[src/rtl/hybrid_fp_post.sv]
// Repacks Hybrid's 2.(WL-2) rec/sqrt/isqrt result into FP32 with exception flags.
// Latency: result registered LAT edges after the issue edge; no backpressure, CE freezes everything.
module hybrid_fp_post #(
    parameter int WL  = 25,
    parameter int LAT = 1
) (
    input  logic          CLK,
    input  logic          nRST,
    input  logic          CE,
    input  logic          in_valid,
    input  logic [1:0]    FUNCTION,
    input  logic [31:0]   in_fp,
    input  logic [WL-1:0] hyb_dout,
    output logic          out_valid,
    output logic [31:0]   fp_out,
    output logic          flag_invalid,
    output logic          flag_divzero,
    output logic          flag_underflow
);
    localparam logic [1:0]  FN_REC   = 2'b00;
    localparam logic [1:0]  FN_SQRT  = 2'b01;
    localparam logic [1:0]  FN_RSVD  = 2'b10;
    localparam logic [1:0]  FN_ISQRT = 2'b11;
    localparam logic [31:0] QNAN     = 32'h7FC0_0000;
    localparam logic [31:0] POS_INF  = 32'h7F80_0000;

    typedef enum logic [1:0] {CLS_ZERO, CLS_NORM, CLS_INF, CLS_NAN} cls_t;

    typedef struct packed {
        logic       vld;
        logic [1:0] func;
        logic       sgn;
        cls_t       cls;
        logic [8:0] k;
    } sb_t;

    logic [7:0]        w_e;
    logic [22:0]       w_f;
    cls_t              w_cls;
    logic signed [8:0] w_ue;
    logic signed [8:0] w_half;
    logic signed [8:0] w_k;
    sb_t               w_sb_in;

    assign w_e = in_fp[30:23];
    assign w_f = in_fp[22:0];

    // Denormal operands are treated as zero.
    always_comb begin
        if (w_e == 8'd0)
            w_cls = CLS_ZERO;
        else if (w_e == 8'hFF)
            w_cls = (w_f == 23'd0) ? CLS_INF : CLS_NAN;
        else
            w_cls = CLS_NORM;
        w_ue   = $signed({1'b0, w_e}) - 9'sd127;
        w_half = w_ue >>> 1;
        case (FUNCTION)
            FN_REC:  w_k = -w_ue;
            FN_SQRT: w_k = w_half;
            default: w_k = -w_half;
        endcase
        w_sb_in = '{vld: in_valid, func: FUNCTION, sgn: in_fp[31], cls: w_cls, k: w_k};
    end

    sb_t r_sb [LAT];

    always_ff @(posedge CLK or negedge nRST) begin
        if (!nRST) begin
            for (int i = 0; i < LAT; i++)
                r_sb[i] <= '0;
        end else if (CE) begin
            r_sb[0] <= w_sb_in;
            for (int i = 1; i < LAT; i++)
                r_sb[i] <= r_sb[i-1];
        end
    end

    sb_t                w_t;
    logic               w_hi;
    logic [22:0]        w_frac;
    logic signed [9:0]  w_exp;
    logic               w_uf;
    logic [30:0]        w_mag;
    logic [31:0]        w_fp;
    logic               w_inv;
    logic               w_dz;
    logic               w_ufl;

    assign w_t = r_sb[LAT-1];

    // Hybrid output lies in [0.5,2); one leading-bit test normalises it.
    always_comb begin
        w_hi   = hyb_dout[WL-2];
        w_frac = w_hi ? hyb_dout[WL-3 -: 23] : {hyb_dout[WL-4 -: 22], 1'b0};
        w_exp  = $signed({w_t.k[8], w_t.k}) + (w_hi ? 10'sd127 : 10'sd126);
        w_uf   = (w_exp <= 10'sd0);
        w_mag  = w_uf ? 31'd0 : {w_exp[7:0], w_frac};

        w_fp  = QNAN;
        w_inv = 1'b0;
        w_dz  = 1'b0;
        w_ufl = 1'b0;
        case (w_t.func)
            FN_REC: begin
                case (w_t.cls)
                    CLS_ZERO: begin
                        w_fp = {w_t.sgn, POS_INF[30:0]};
                        w_dz = 1'b1;
                    end
                    CLS_INF:  w_fp = {w_t.sgn, 31'd0};
                    CLS_NAN:  w_fp = QNAN;
                    CLS_NORM: begin
                        w_fp  = {w_t.sgn, w_mag};
                        w_ufl = w_uf;
                    end
                endcase
            end
            FN_SQRT, FN_ISQRT: begin
                if (w_t.cls == CLS_NAN) begin
                    w_fp = QNAN;
                end else if (w_t.cls == CLS_ZERO) begin
                    if (w_t.func == FN_SQRT) begin
                        w_fp = {w_t.sgn, 31'd0};
                    end else begin
                        w_fp = POS_INF;
                        w_dz = 1'b1;
                    end
                end else if (w_t.sgn) begin
                    w_fp  = QNAN;
                    w_inv = 1'b1;
                end else if (w_t.cls == CLS_INF) begin
                    w_fp = (w_t.func == FN_SQRT) ? POS_INF : 32'd0;
                end else begin
                    w_fp  = {1'b0, w_mag};
                    w_ufl = w_uf;
                end
            end
            FN_RSVD: begin
                w_fp  = QNAN;
                w_inv = 1'b1;
            end
        endcase
    end

    logic w_unused_dout;
    generate
        if (WL > 25) begin : g_wide
            assign w_unused_dout = hyb_dout[WL-1] ^ (^hyb_dout[WL-26:0]);
        end else begin : g_exact
            assign w_unused_dout = hyb_dout[WL-1];
        end
    endgenerate

    logic        r_vld;
    logic [31:0] r_fp;
    logic        r_inv;
    logic        r_dz;
    logic        r_uf;

    // fp_out keeps its last value across bubbles; flags are cleared.
    always_ff @(posedge CLK or negedge nRST) begin
        if (!nRST) begin
            r_vld <= 1'b0;
            r_fp  <= 32'd0;
            r_inv <= 1'b0;
            r_dz  <= 1'b0;
            r_uf  <= 1'b0;
        end else if (CE) begin
            r_vld <= w_t.vld;
            if (w_t.vld) begin
                r_fp  <= w_fp;
                r_inv <= w_inv;
                r_dz  <= w_dz;
                r_uf  <= w_ufl;
            end else begin
                r_inv <= 1'b0;
                r_dz  <= 1'b0;
                r_uf  <= 1'b0;
            end
        end
    end

    assign out_valid      = r_vld;
    assign fp_out         = r_fp;
    assign flag_invalid   = r_inv;
    assign flag_divzero   = r_dz;
    assign flag_underflow = r_uf;

endmodule
[config.mk]
export PLATFORM = sky130hd
export DESIGN_NAME = hybrid_fp_post
export DESIGN_NICKNAME = d
export VERILOG_FILES = /design/src/rtl/hybrid_fp_post.sv
export SDC_FILE = /design/constraint.sdc
export NUM_CORES = 1
export LEC_CHECK = 0
export ABC_CLOCK_PERIOD_IN_PS = 2700
export CAP_MARGIN = 20
export CELL_PAD_IN_SITES_DETAIL_PLACEMENT = 1
export CELL_PAD_IN_SITES_GLOBAL_PLACEMENT = 1
export CORE_ASPECT_RATIO = 1.2
export CORE_MARGIN = 1
export CORE_UTILIZATION = 35
export DETAILED_ROUTE_END_ITERATION = 10
export PLACE_DENSITY = 0.84
export SYNTH_ARGS = -nofsm -noshare
export SYNTH_HDL_FRONTEND = slang
export SYNTH_SLANG_ARGS = --single-unit
[constraint.sdc]
create_clock -name CLK -period 2.7 [get_ports CLK]
set_clock_uncertainty 0.1 [all_clocks]
set_input_delay 0.27 -clock CLK [delete_from_list [all_inputs] [get_ports CLK]]
set_output_delay 0.27 -clock CLK [all_outputs]
set_load 0.05 [all_outputs]
# Word-level counts from Yosys, hierarchy flattened

Cells that the tools add are included.

Register bits after elaboration: 51
Output and inout port bits: 36
Logic and storage cells: 63

Add/sub/neg operators: 4
Magnitude comparators: 1
Eq/ne operators: 8
Multiplexer cells: 33
Reductions and logical operators: 7

Operator list:

| kind                                                                   | count |
|---|---|
| 32-bit case mux with 4 select lines                                    | 1 |
| 31-bit 2-to-1 mux                                                      | 4 |
| 32-bit 2-to-1 mux                                                      | 3 |
| 32-bit case mux with 3 select lines                                    | 1 |
| 23-bit zero test                                                       | 1 |
| 23-bit 2-to-1 mux                                                      | 1 |
| 9-bit case mux with 2 select lines                                     | 1 |
| 1-bit 2-to-1 mux                                                       | 17 |
| 9-bit by 8-bit adder with 10-bit output                                | 1 |
| 10-bit by 1-bit <= comparator with 1-bit output, second input constant | 1 |
| 8-bit negator with 9-bit output                                        | 1 |
| 9-bit negator                                                          | 1 |
| 8-bit by 7-bit subtractor with 9-bit output, second input constant     | 1 |
| 2-bit == test, second input constant                                   | 4 |
| 8-bit == test, second input constant                                   | 1 |
| 8-bit zero test                                                        | 1 |
| 2-bit by 1-bit == test with 1-bit output, second input constant        | 3 |
| 2-bit zero test                                                        | 3 |
| 1-bit case mux with 2 select lines                                     | 3 |
| 2-bit 2-to-1 mux                                                       | 2 |
| 2-bit AND reduction                                                    | 1 |
| 2-bit OR reduction                                                     | 1 |

# Longest topological paths before layout

Gate-level depths: netlist (run 1).

Word-level depth: 9
Depth in mapped cells: 12

# Worst setup path after synthesis (run 1)

OpenSTA, ideal clock, no wires.

Kind: reg2reg
Start point: reg r_sb[0] (netlist bit)
End point: reg r_fp[10] (netlist: fp_out[10])
Setup time: 0.120 ns
Data arrival time: 2.187 ns
Slack: 0.294 ns
Stages on the path, launching flop included: 11
Clock period less this slack: 2.406 ns
Cell sequence: dfrtp_1 > ha_1 > inv_1 > ha_1 > or2_1 > a2111o_1 > a2111oi_4 > o21ai_2 > nand2b_4 > buf_12 > o21ai_2

Word-level cells in the longest chain between the ends: 8

RTL lines:

| item                                                | RTL line | source |
|---|---|---|
| from (decl)                                         | 66       | `sb_t r_sb [LAT];` |
| from (signal, indexed assignment)                   | 75       | `r_sb[i] <= r_sb[i-1];` |
| 9-bit by 8-bit adder with 10-bit output (*)         | 96       | `w_exp = $signed({w_t.k[8], w_t.k}) + (w_hi ? 10'sd127 : 10'sd126);` |
| 10-bit by 1-bit <= comparator with 1-bit output (*) | 97       | `w_uf = (w_exp <= 10'sd0);` |
| 31-bit 2-to-1 mux (*)                               | 98       | `w_mag = w_uf ? 31'd0 : {w_exp[7:0], w_frac};` |
| 31-bit 2-to-1 mux                                   | 132      | `end else if (w_t.cls == CLS_INF) begin` |
| 31-bit 2-to-1 mux                                   | 129      | `end else if (w_t.sgn) begin` |
| 32-bit 2-to-1 mux                                   | 122      | `end else if (w_t.cls == CLS_ZERO) begin` |
| 32-bit 2-to-1 mux                                   | 120      | `if (w_t.cls == CLS_NAN) begin` |
| 32-bit case mux with 3 select lines (*)             | 104      | `case (w_t.func)` |
| to (signal assigned)                                | 172      | `r_fp <= w_fp;` |
| to (decl)                                           | 156      | `logic [31:0] r_fp;` |

Every way passes the cells marked *; elsewhere a longest branch is shown, timed or not.
A chain may end at the register's enable or synchronous reset.

# Final worst setup path (run 1)

Start point: in hyb_dout[23]
End point: reg r_fp[7] (netlist: fp_out[7])

Word-level cells in the longest chain between the ends: 9

RTL lines:

| item                                            | RTL line | source |
|---|---|---|
| from (decl)                                     | 13       | `input logic [WL-1:0] hyb_dout,` |
| 1-bit 2-to-1 mux                                | 96       |  |
| 9-bit by 8-bit adder with 10-bit output         | 96       |  |
| 10-bit by 1-bit <= comparator with 1-bit output | 97       |  |
| 31-bit 2-to-1 mux (*)                           | 98       |  |
| 31-bit 2-to-1 mux                               | 132      |  |
| 31-bit 2-to-1 mux                               | 129      |  |
| 32-bit 2-to-1 mux                               | 122      |  |
| 32-bit 2-to-1 mux                               | 120      |  |
| 32-bit case mux with 3 select lines (*)         | 104      |  |

Marked as above.

==> results of run 1 <==
==> final cells by class <==
cell class	count	area, um2
Clock buffer	5	68.8
Clock inverter	3	20.0
Fill cell	1064	4500
Inverter	19	71.3
Multi-Input combinational cell	280	1860
Sequential cell	51	1280
Tap cell	120	150
Timing Repair Buffer	122	1180
==> report_power, final <==
part           internal [mW]  total (mW)  switching [mW]
registers              0.891       0.982          0.0916
clock network          0.181       0.450           0.269
logic                  0.468        1.19           0.726
total                   1.54        2.63            1.09
==> state kept, by name, summed over array words and instances (netlist names) <==
name and count:
fp_out 32, r_sb 15, flag_invalid 1, flag_underflow 1
out_valid 1, flag_divzero 1
==> cell usage in the layout, fill, tap and decap left out, types with 12 or more instances in the layout <==
| master | instances |
|---|---|
| nand2_1 | 51 |
| nor2_1 | 29 |
| o21ai_2 | 20 |
| o21ai_0 | 19 |
| mux2i_1 | 22 |
| dfrtp_1 | 51 |
| buf_4 | 22 |
| inv_1 | 19 |
| a21oi_1 | 15 |
| clkdlybuf4s50_1 | 96 |
| xnor2_1 | 12 |
==> worst max-delay path, cell delays in order <==
cell and delay, ns:
clkdlybuf4s50_1 0.50, ha_1 0.18, inv_1 0.05, ha_1 0.21
or2_1 0.23, a2111o_1 0.41, a2111oi_4 0.37, o21ai_4 0.12
nand2b_4 0.14, buf_12 0.15, o21ai_2 0.06
==> per-stage QoR <==
| step | utilization [%] | setup TNS (ns) | hold slack, ns |
|---|---|---|---|
| 5_1_grt | 50.7 | 0 | 0.319 |
| 3_3_place_gp | 49.5 | -5.51 | 0.100 |
| 6_report | 50.7 | 0 | 0.289 |
| 4_1_cts | 50.6 | 0 | 0.281 |
| 3_5_place_dp | 49.5 | -8.22 | 0.109 |
| 2_1_floorplan | - | 0 | -0.126 |
==> metal layers <==
layer / vias to the layer above / GRT usage (%) / routed length, um
li1: 1535 / - / -
met1: 1516 / 23.2 / 3980
met2: 100 / 38.9 / 4880
met3: 14 / 2.23 / 347
met4: 0 / 8.39 / 236
met5: - / 0 / 0
==> worst paths after layout <==
path / start / to / slack (ns) / cells past startpoint
hold / removal: nRST / fp_out[19] / 0.29 / 2
setup / recovery: hyb_dout[23] / fp_out[7] / 0.11 / 11
max in group asynchronous: nRST / r_sb[2] / 1.41 / 3
hold reg to reg: fp_out[29] / fp_out[29] / 0.38 / 2
setup reg to reg: r_sb[0] / fp_out[7] / 0.21 / 10
min in group CLK: fp_out[29] / fp_out[29] / 0.38 / 2
==> logic make-up after synthesis <==
group	synth area share, %
AND/OR/NAND/NOR	18.8
multiplexers	7.96
buffers and inverters	6.08
XOR/XNOR	5.22
flip-flops	38.3
AO/OA/AOI/OAI	21.5
adder cells (fa/ha/maj)	2.18
==> repair_timing <==
action | in CTS | in global routing
hold buffers | 1 | 0
setup buffers | 0 | 0
gates resized for setup | 0 | 1
setup endpoints to repair | 0 | 25
endpoints found under the hold margin | 16 | 0
==> flow_summary_export.csv, run 1 <==
group,metric,value,unit
power_and_ir_drop,p_leak,1.91,nW
sta,setup_slack,0.110,ns
global_routing,grt_max_degree,36,
die,die_w,91.1,um
yosys,synth_commonest_cells,"dfrtp_1 (51), nand2_1 (51), nor2_1 (29)",
global_routing,grt_usage,20.4,%
detailed_routing,wire_per_inst,15.7,um
sta,rsz0062_at_grt,"false",
yosys,synth_top_cell_by_area,"dfrtp_1",
clock_tree,cts_tree,"done",
yosys,synth-main-ff-cell,"dfrtp_1",
yosys,synth_edf_count,0,
detailed_routing,num_vias,3165,
yosys,yosysSeqAreaShare,38.3,%
power_and_ir_drop,vdd_drop_max,0.215,mV
sta,slew_viol_final,0,
setup_path,worstPathArrival,2.70,ns
sta,fin_crit,2.59,ns
final_layout,area_growth,38.9,%
die,core_area,9130,um2
sta,post-route-period-util,95.9,%
detailed_routing,antenna_left,0,
yosys,synthArstFlopShare,100,%
placed_design,place_congestion,0.894,
final_layout,instances_no_fill,600,
sta,slew_headroom,56.3,%
setup_path,required,2.81,ns
yosys,synthTopCellsByArea,"dfrtp_1 (38%), mux2i_1 (6.6%), nand2_1 (5.7%)",
yosys,synth_top_area_share,38.3,%
final_layout,fin_nets,547,
die,die_y,109,um
sta,clock.fmax,386,MHz
yosys,ys.warnings.count,0,
die,rows,38,
global_routing,grt_first_pass_wirelength,16100,um
global_routing,gr-total-overflow,0,
yosys,synthCells,375,
clock_tree,numCtsBuffers,5,
detailed_routing,dr.pass1.iters,4,
final_layout,drive_above_1_share,14.6,%
final_layout,diodes,0,
placed_design,port_buffers,97,
detailed_routing,drt_wl_total,9450,um
yosys,synth_cell_types,59,
placed_design,place_hpwl,7650,um
yosys,synth_seq_cells,51,
setup_path,cp-start-kind,"primary input",
yosys,syn_nets,443,
die,num_io_pins,99,
sta,hold_viol,0,
global_routing,antenna_found_initial,0,
power_and_ir_drop,power,2.63,mW
setup_path,cp-end-kind,"register",
die,initial_core_util,36.5,%
placed_design,place_area,4520,um2
placed_design,dp_slack,-0.307,ns
sta,worstMarginPinSlew,0.651,ns
hold_path,hold_path.class,"primary input to asynchronous set/reset pin",
clock_tree,clkLatencyLatePin,0.32,ns
yosys,avgSynthCellArea,8.89,um2
power_and_ir_drop,p_per_area,567,nW/um2
clock_tree,clk_path_buf_depth,2,
final_layout,fin_area,4630,um2
status,status,"finished, final reports clean",
setup_path,critPathMaxFanout,10,
flow_run,cap_viol_max_count,0,
detailed_routing,viasPerCell,5.28,
sta,setup_viol,0,
detailed_routing,drc,0,
detailed_routing,drt-initial-drc-count,93,
clock_tree,htree_levels,2,
clock_tree,cts_root_buf,"clkbuf_8",
setup_path,crit_type,"primary input to register",
clock_tree,path_clk_slew,0.10,ns
placed_design,place_inst,591,
yosys,synth_area,3330,um2
clock_tree,clock_sinks,51,
die,dieArea,9920,um2
global_routing,grt_pass1_vias,3364,
Note: power is estimated with default switching activity, not from simulation.
==> run 2: changes to the inputs <==
- PLACE_DENSITY: 0.84 -> not set
- PLACE_DENSITY_LB_ADDON: not set -> 0.1
- RECOVER_POWER: not set -> 50
==> run 2 against run 1 <==
Against the previous run:
- final cell count up 1.2%
- sequential share of layout area down 0.27 points
- non-clock buffer count up 9
- largest cell class unchanged
==> flow_summary_export.csv, run 2 (synthesis results as in run 1) <==
group,metric,value,unit
status,status,"finished, final reports clean",
sta,fin_crit,2.56,ns
detailed_routing,drt_wl_total,9390,um
setup_path,worstReg2RegEnd,"fp_out[6]",
clock_tree,clkLatencyLatePin,0.30,ns
clock_tree,numCtsBuffers,5,
detailed_routing,drt-initial-drc-count,110,
die,num_io_pins,99,
detailed_routing,num_vias,3209,
placed_design,place_hpwl,7610,um
detailed_routing,dr.pass1.iters,4,
global_routing,grt_pass1_vias,3288,
flow_run,cap_viol_max_count,0,
final_layout,instances_no_fill,607,
die,core_area,9130,um2
sta,post-route-period-util,94.8,%
detailed_routing,antenna_left,0,
sta,worstMarginPinSlew,1.12,ns
final_layout,final_common_cell,"clkdlybuf4s50_1",
die,die_y,109,um
detailed_routing,drc,0,
power_and_ir_drop,p_leak,1.96,nW
setup_path,worstReg2RegStart,"r_sb[0]",
clock_tree,clock_sinks,51,
final_layout,area_growth,40.2,%
global_routing,grt_first_pass_wirelength,15800,um
final_layout,final_cell_mix,"clkdlybuf4s50_1 (88), nand2_1 (51), dfrtp_1 (51), nor2_1 (29), buf_4 (28)",
setup_path,crit_type,"register to register",
detailed_routing,wire_per_inst,15.5,um
setup_path,startpoint,"r_sb[0]",
power_and_ir_drop,vdd_drop_max,0.192,mV
clock_tree,clk_path_buf_depth,2,
hold_path,min_from,"fp_out[15]",
die,initial_core_util,36.5,%
die,die_w,91.1,um
power_and_ir_drop,p_per_area,550,nW/um2
final_layout,fin_area,4670,um2
sta,slew_viol_final,0,
placed_design,place_congestion,0.869,
setup_path,required,2.79,ns
placed_design,port_buffers,97,
global_routing,grt_usage,20.2,%
hold_path,hold_path.class,"register to register",
die,rows,38,
setup_path,rrSetupSlack,0.14,ns
final_layout,largest_reg_flops,32,
setup_path,worstRegToRegCells,10,
clock_tree,cts_tree,"done",
clock_tree,htree_levels,2,
setup_path,cp-end-kind,"register",
clock_tree,cts_root_buf,"clkbuf_8",
global_routing,gr-total-overflow,0,
die,dieArea,9920,um2
setup_path,cp-start-kind,"register",
hold_path,min_path_cells,2,
detailed_routing,viasPerCell,5.29,
sta,hold_viol,0,
sta,setup_viol,0,
placed_design,place_inst,600,
sta,fin_setup_tns,0,ns
global_routing,grt_max_degree,30,
final_layout,drive_above_1_share,15.2,%
hold_path,min_to,"fp_out[15]",
global_routing,antenna_found_initial,0,
setup_path,critPathMaxFanout,10,
clock_tree,path_clk_slew,0.08,ns
setup_path,worstPathArrival,2.65,ns
final_layout,fin_nets,556,
clock_tree,post-cts-setup-buffer-count,0,
final_layout,diodes,0,
sta,slew_headroom,25.1,%
sta,rsz0062_at_grt,"false",
placed_design,place_area,4590,um2
sta,clock.fmax,391,MHz
==> run 2: cell types whose count changed in the layout (fill, tap and decap cells not counted), sizes merged, moves of 2 or more <==
cell,delta
clkbuf,+5
dlygate4sd3,+7
buf,+5
clkinvlp,-2
clkdlybuf4s50,-8
==> run 2: how the worst max path moves through the flow <==
stage / slack (ns) / end / cells past startpoint
6_report: 0.14 / fp_out[6] / 10
5_1_grt: 0.0001 / fp_out[8] / 10
4_1_cts: 0.05 / fp_out[18] / 11
3_5_place_dp: -0.26 / fp_out[18] / 11
3_3_place_gp: -0.23 / fp_out[7] / 11
2_1_floorplan: 0.29 / fp_out[10] / 10
==> run 2: layout make-up <==
type | count | area [um2]
fillers | 1088 | 4450
multi-input cells | 280 | 1860
flip-flops and latches | 51 | 1280
repair buffers | 131 | 1240
well taps | 120 | 150
clock buffers | 6 | 72.6
inverters | 19 | 71.3
==> run 2: power breakdown <==
group	internal [mW]	switching, mW
combinational	0.468	0.716
clock	0.173	0.228
sequential	0.891	0.0942
==> run 2: worst max-delay path: stages (launching register included) <==
cell	delay (ns)
dfrtp_1	0.40
ha_2	0.19
inv_1	0.05
ha_1	0.19
or2_1	0.23
a2111o_1	0.45
a2111oi_4	0.36
o21ai_4	0.14
nand2b_4	0.13
buf_12	0.15
o21ai_2	0.06
==> run 2: stage by stage <==
step	worst slack, ns	utilization (%)	hold slack, ns	total power [mW]
global placement	-0.225	50.3	0.127	2.17
floorplan	0.294	-	-0.126	1.73
finish	0.141	51.2	0.378	2.57
global route	0.000129	51.2	0.406	2.72
CTS	0.0493	51.2	0.344	2.61
detailed placement	-0.264	50.3	0.131	2.20
==> run 2: timing repair <==
action | CTS | global route
hold buffers | 1 | 0
gates resized for setup | 0 | 3
hold endpoints to repair | 15 | 0
endpoints found under the setup margin | 0 | 26
==> run 2: metal layers <==
| metal | track usage (%) | wire length, um |
|---|---|---|
| met1 | 22.7 | 3730 |
| met3 | 2.65 | 422 |
| met4 | 5.78 | 167 |
| met2 | 39.7 | 5060 |
| met5 | 0 | 0 |
